### config.mk
export PLATFORM = sky130hd
export DESIGN_NAME = branch_resolution_queue
export DESIGN_NICKNAME = d
export VERILOG_FILES = /design/src/rtl/bp_pkg.sv /design/src/rtl/branch_resolution_queue_check.sv /design/src/rtl/branch_resolution_queue.sv
export SDC_FILE = /design/constraint.sdc
export NUM_CORES = 2
export LEC_CHECK = 0
export CORE_MARGIN = 5
export CORE_UTILIZATION = 30
export DETAILED_ROUTE_END_ITERATION = 7
export GPL_ROUTABILITY_DRIVEN = 0
export HOLD_SLACK_MARGIN = 0.02
export PLACE_DENSITY = 0.57
export SLEW_MARGIN = 20
export SYNTH_ARGS = -nofsm -noshare
export SYNTH_HDL_FRONTEND = slang
export SYNTH_SLANG_ARGS = --single-unit
### constraint.sdc
create_clock -name clock_i -period 9.1 [get_ports clock_i]
set_input_delay 1.82 -clock clock_i [delete_from_list [all_inputs] [get_ports clock_i]]
set_output_delay 1.82 -clock clock_i [all_outputs]
set_load 0.005 [all_outputs]
### src/rtl/bp_pkg.sv
// bp_pkg: shared branch-queue types (entry record, tag) and the mispredict rule
package bp_pkg;
  localparam int BP_GH = 8;
  localparam int BP_DEPTH = 8;
  typedef logic [$clog2(BP_DEPTH)-1:0] brq_tag_t;
  typedef struct packed {
    logic valid;
    logic resolved;
    logic [31:0] pc;
    logic pred_taken;
    logic [31:0] pred_target;
    logic [BP_GH-1:0] ghr;
    logic act_taken;
    logic [31:0] act_target;
  } brq_entry_t;
  function automatic logic is_mispredict(input logic pred_taken, input logic [31:0] pred_target,
                                         input logic act_taken, input logic [31:0] act_target);
    return (pred_taken != act_taken) || (pred_taken && act_taken && pred_target != act_target);
  endfunction
endpackage

### src/rtl/branch_resolution_queue_check.sv
// branch_outcome_check: entry + resolve outcome -> accept, mispredict, corrected ghr, redirect pc, resolved entry
module branch_outcome_check
  import bp_pkg::*;
(
  input  brq_entry_t        entry_i,
  input  logic              resolve_taken_i,
  input  logic [31:0]       resolve_target_i,
  output logic              accept_o,
  output logic              mispredict_o,
  output logic [BP_GH-1:0]  ghr_o,
  output logic [31:0]       pc_o,
  output brq_entry_t        upd_o
);
  always_comb begin
    upd_o = entry_i;
    upd_o.resolved = 1'b1;
    upd_o.act_taken = resolve_taken_i;
    upd_o.act_target = resolve_target_i;
  end
  assign accept_o = entry_i.valid & ~entry_i.resolved;
  assign mispredict_o = is_mispredict(entry_i.pred_taken, entry_i.pred_target, resolve_taken_i, resolve_target_i);
  assign ghr_o = {entry_i.ghr[BP_GH-2:0], resolve_taken_i};
  assign pc_o = resolve_taken_i ? resolve_target_i : entry_i.pc + 32'd4;
endmodule

### src/rtl/branch_resolution_queue.sv
// branch_resolution_queue: in-flight branch tracker; alloc_* in, resolve_* in, train_* pulse out in order, recover_* out on mispredict
module branch_resolution_queue
  import bp_pkg::*;
#(
  parameter int DEPTH = 8,
  parameter int GH = BP_GH,
  localparam int TAG_BITS = $clog2(DEPTH)
) (
  input  logic                clock_i,
  input  logic                reset_i,
  input  logic                alloc_valid_i,
  input  logic [31:0]         alloc_pc_i,
  input  logic                alloc_pred_taken_i,
  input  logic [31:0]         alloc_pred_target_i,
  input  logic [GH-1:0]       alloc_ghr_snapshot_i,
  output logic                alloc_ready_o,
  output logic [TAG_BITS-1:0] alloc_tag_o,
  input  logic                resolve_valid_i,
  input  logic [TAG_BITS-1:0] resolve_tag_i,
  input  logic                resolve_taken_i,
  input  logic [31:0]         resolve_target_i,
  output logic                train_valid_o,
  output logic [31:0]         train_pc_o,
  output logic                train_actual_taken_o,
  output logic [31:0]         train_actual_target_o,
  output logic [GH-1:0]       train_ghr_snapshot_o,
  output logic                recover_mispredict_pulse_o,
  output logic [GH-1:0]       recover_ghr_snapshot_o,
  output logic [31:0]         recover_pc_o,
  output logic [TAG_BITS-1:0] recover_tag_o
);
  localparam int PW = TAG_BITS + 1;
  brq_entry_t ent_q [DEPTH];
  brq_entry_t ent_d [DEPTH];
  brq_entry_t upd;
  logic [PW-1:0] head_q, head_d, tail_q, tail_d;
  logic [TAG_BITS-1:0] hidx, tidx, rage;
  logic accept, misp, acc, mp, pop;
  logic [GH-1:0] chk_ghr;
  logic [31:0] chk_pc;
  logic train_valid_q, train_valid_d, train_taken_q, train_taken_d;
  logic [31:0] train_pc_q, train_pc_d, train_target_q, train_target_d;
  logic [GH-1:0] train_ghr_q, train_ghr_d, rec_ghr_q, rec_ghr_d;
  logic rec_pulse_q, rec_pulse_d;
  logic [31:0] rec_pc_q, rec_pc_d;
  logic [TAG_BITS-1:0] rec_tag_q, rec_tag_d;
  branch_outcome_check u_check (
    .entry_i          (ent_q[resolve_tag_i]),
    .resolve_taken_i  (resolve_taken_i),
    .resolve_target_i (resolve_target_i),
    .accept_o         (accept),
    .mispredict_o     (misp),
    .ghr_o            (chk_ghr),
    .pc_o             (chk_pc),
    .upd_o            (upd)
  );
  assign hidx = head_q[TAG_BITS-1:0];
  assign tidx = tail_q[TAG_BITS-1:0];
  assign rage = resolve_tag_i - hidx;
  assign acc = resolve_valid_i & accept;
  assign mp = acc & misp;
  assign pop = ent_q[hidx].valid & ent_q[hidx].resolved;
  assign alloc_ready_o = (tail_q - head_q) != PW'(DEPTH);
  assign alloc_tag_o = tidx;
  always_comb begin
    ent_d = ent_q;
    head_d = head_q;
    tail_d = tail_q;
    if (acc) ent_d[resolve_tag_i] = upd;
    if (pop) begin
      ent_d[hidx].valid = 1'b0;
      head_d = head_q + PW'(1);
    end
    if (mp) begin
      for (int i = 0; i < DEPTH; i++)
        if (TAG_BITS'(i) - hidx > rage) ent_d[i].valid = 1'b0;
      tail_d = head_q + {1'b0, rage} + PW'(1);
    end else if (alloc_valid_i && alloc_ready_o) begin
      ent_d[tidx] = '{valid: 1'b1, resolved: 1'b0, pc: alloc_pc_i, pred_taken: alloc_pred_taken_i,
                      pred_target: alloc_pred_target_i, ghr: alloc_ghr_snapshot_i,
                      act_taken: 1'b0, act_target: '0};
      tail_d = tail_q + PW'(1);
    end
    train_valid_d = pop;
    train_pc_d = pop ? ent_q[hidx].pc : train_pc_q;
    train_taken_d = pop ? ent_q[hidx].act_taken : train_taken_q;
    train_target_d = pop ? ent_q[hidx].act_target : train_target_q;
    train_ghr_d = pop ? ent_q[hidx].ghr : train_ghr_q;
    rec_pulse_d = mp;
    rec_ghr_d = mp ? chk_ghr : rec_ghr_q;
    rec_pc_d = mp ? chk_pc : rec_pc_q;
    rec_tag_d = mp ? resolve_tag_i : rec_tag_q;
  end
  always_ff @(posedge clock_i) begin
    if (reset_i) begin
      for (int i = 0; i < DEPTH; i++) ent_q[i] <= '0;
      head_q <= '0;
      tail_q <= '0;
      train_valid_q <= 1'b0;
      train_pc_q <= '0;
      train_taken_q <= 1'b0;
      train_target_q <= '0;
      train_ghr_q <= '0;
      rec_pulse_q <= 1'b0;
      rec_ghr_q <= '0;
      rec_pc_q <= '0;
      rec_tag_q <= '0;
    end else begin
      ent_q <= ent_d;
      head_q <= head_d;
      tail_q <= tail_d;
      train_valid_q <= train_valid_d;
      train_pc_q <= train_pc_d;
      train_taken_q <= train_taken_d;
      train_target_q <= train_target_d;
      train_ghr_q <= train_ghr_d;
      rec_pulse_q <= rec_pulse_d;
      rec_ghr_q <= rec_ghr_d;
      rec_pc_q <= rec_pc_d;
      rec_tag_q <= rec_tag_d;
    end
  end
  assign train_valid_o = train_valid_q;
  assign train_pc_o = train_pc_q;
  assign train_actual_taken_o = train_taken_q;
  assign train_actual_target_o = train_target_q;
  assign train_ghr_snapshot_o = train_ghr_q;
  assign recover_mispredict_pulse_o = rec_pulse_q;
  assign recover_ghr_snapshot_o = rec_ghr_q;
  assign recover_pc_o = rec_pc_q;
  assign recover_tag_o = rec_tag_q;
endmodule
==> out/results.tsv <==
metric	value	unit
pwr-share-clk	44.4	%
setup_violations	0	
syn-cell-area	46600	um2
rsz0062_at_grt	no	
instances_no_fill	6757	
syn2layout_area_growth	15.7	%
hp-class	flip-flop to flip-flop	
drt_iter0_drc	3188	
wl_per_cell	24.0	um
grt_first_pass_wirelength	238	mm
seqPwrFrac	45.6	%
globalRouteOverflowTotal	0	
powerDensity	185	nW/um2
fin_crit_sh	72.1	%
die_h	404	um
clock_latency	730	ps
netSwitchingFraction	25.7	%
ys_seq_area_share	42.5	%
initial_utilization	30.2	%
cp-start-kind	primary input	
numCtsBuffers	104	
fin_skew	37.3	ps
fin_ws	2540	ps
postCtsHoldBufs	0	
drt_pass1_iterations	5	
ys_types	74	
postCtsSetupBuffers	0	
fp.coreArea	154000	um2
ys_seq_elements	990	
die_w	404	um
final_antenna_net_count	0	
tns	0	ps
num-nets-final	4761	
slew_headroom	18.6	%
netlist_instances	4631	
period_minus_slack	6560	ps
fillerInstances	15594	
cellLeakagePower	20.7	nW
fmax	0.152	GHz
finalHoldViolCount	0	
htreeDepth	3	
cp_max_fo	87	
dp_slack	1800	ps
portBuffers	234	
pin_count	235	
antenna_found_initial	13	
ys_async_sr_fraction	0	%
status	complete, no violations	
max_cap_violations	0	
root_buffer	clkbuf_16	
num_rows	144	
combPwrFrac	10.0	%
synth_top_flop_cell	dfxtp_1	
clkSinkCount	990	
final_max_slew_viol_count	0	
cp.arrival	7150	ps
cts_tree	yes	
p_int	7.41	mW
path_clk_slew	60	ps
switching_power	2.57	mW
mappedNetlistNets	4771	
cp-end-kind	flip-flop	
grtUsageTotal	19.2	%
place_inst	6559	
tightestPinTransition	1220	ps
ir_drop	0.000159	V
crit_required	9690	ps
drc_errors	0	
grt_pass1_vias	34892	
max-clock-path-buffers	3	
routed_wl	162	mm
grt_max_degree	169	
dp_hpwl	103	mm
avgSynthCellArea	10.1	um2
crit_type	primary input to flip-flop	
die-area	163000	um2
drive_gt1_share	11.7	%
yosysWarnings	0	
cts_resized	0	
vias_per_cell	5.31	
vias	35848	
synth-edff-count	0	
kinds of logic after synthesis:
family / Yosys count / share of synthesized area (%)
and+or+nand+nor: 1534 / 14.3
DFF: 990 / 42.5
adders and majority gates: 28 / 0.779
muxes: 1220 / 31.8
xor gates and xnor gates: 47 / 0.883
buffers and inverters: 448 / 4.33
AOI/OAI and AO/OA: 364 / 5.40
placed cells by master, fill, tap and decap left out, types with 66 or more instances in the layout:
master / instances
a311oi_1: 79
buf_4: 66
mux4_2: 204
clkbuf_16: 106
a21oi_1: 92
nand2_1: 835
clkdlybuf4s50_1: 228
mux2i_1: 962
nor2_1: 236
dfxtp_1: 987
nor3_1: 251
power by group through the flow:
stage	combinational, mW	sequential [mW]	clock (mW)
6_report	1.00	4.55	4.43
5_1_grt	1.06	4.56	4.69
4_1_cts	0.996	4.54	4.52
3_5_place_dp	0.993	4.64	0
3_3_place_gp	0.983	4.63	0
2_1_floorplan	0.641	4.61	0
final timing paths:
path | from | endpoint | slack (ps) | depth (start not counted)
worst max register to register | head_q[1] | ent_q[746] | 3370 | 12
worst min-delay path | ent_q[21] | ent_q[21] | 450 | 2
worst max-delay path | resolve_tag_i[0] | ent_q[366] | 2540 | 13
worst min register to register | ent_q[21] | ent_q[21] | 450 | 2
Yosys cell counts, drive strengths merged, types with 8 or more instances:
master	number	area [um2]
or3	11	68.8
nor3	254	1280
nand4	12	90.1
a211oi	8	60.1
buf	187	1040
clkbuf	236	886
nor2	242	908
xnor2	24	210
mux4	204	4590
dfxtp	990	19800
a22oi	43	323
mux2	54	608
ha	25	313
nand2	839	3150
mux2i	962	9630
inv	24	90.1
and3	26	163
nor4	9	62.6
nand3	23	120
a311oi	79	692
nor2b	20	125
and2	20	125
o21ai	50	250
xor2	23	201
o22ai	26	163
or3b	8	70.1
a221oi	15	131
nand2b	46	288
a21oi	93	469
flip-flops by register name, summed over array words and instances (netlist names):
signal,cells
recover_tag_o,3
train_valid_o,1
train_ghr_snapshot_o,8
train_pc_o,32
train_actual_target_o,32
recover_mispredict_pulse_o,1
recover_ghr_snapshot_o,8
head_q,4
recover_pc_o,32
tail_q,4
train_actual_taken_o,1
ent_q,864
cell type report:
| cell class | count | area [um2] | area share [%] |
|---|---|---|---|
| flip-flops and latches | 990 | 19800 | 36.8 |
| inverters | 25 | 103 | 0.190 |
| repair buffers | 307 | 2980 | 5.53 |
| clock buffers | 162 | 3110 | 5.77 |
| well taps | 2044 | 2560 | 4.74 |
| multi-input cells | 3193 | 24900 | 46.2 |
| clock inverters | 31 | 408 | 0.757 |
| diodes | 5 | 12.5 | 0.0232 |
stage by stage:
step	total power [mW]	cell area (um2)	util, %	hold WS (ps)
after global routing	10.3	53900	35.0	472
after floorplan	5.25	46600	-	431
after detailed placement	5.63	50400	32.7	444
after global placement	5.62	50400	32.7	439
final	9.98	53900	35.0	453
after CTS	10.1	53900	34.9	453
critical path, stage by stage:
cell and delay (ps):
buf_8 660, buf_4 550, mux4_2 550, mux2i_1 200, xor2_1 160, nand2_1 130
nor4_1 350, nand4_1 380, a21oi_4 650, buf_4 320, nand2_4 550, buf_4 530
mux2i_1 170
layer usage:
| metal | up-vias | share of wire (%) | global-route usage (%) |
|---|---|---|---|
| met3 | 242 | 8.1 | 3.98 |
| met4 | 2 | 3.1 | 5.80 |
| met2 | 1246 | 44 | 29.9 |
| met5 | - | 0.0080 | 0 |
| met1 | 17927 | 44 | 26.9 |
| li1 | 16431 | - | - |
(Power assumes the default switching activity.)
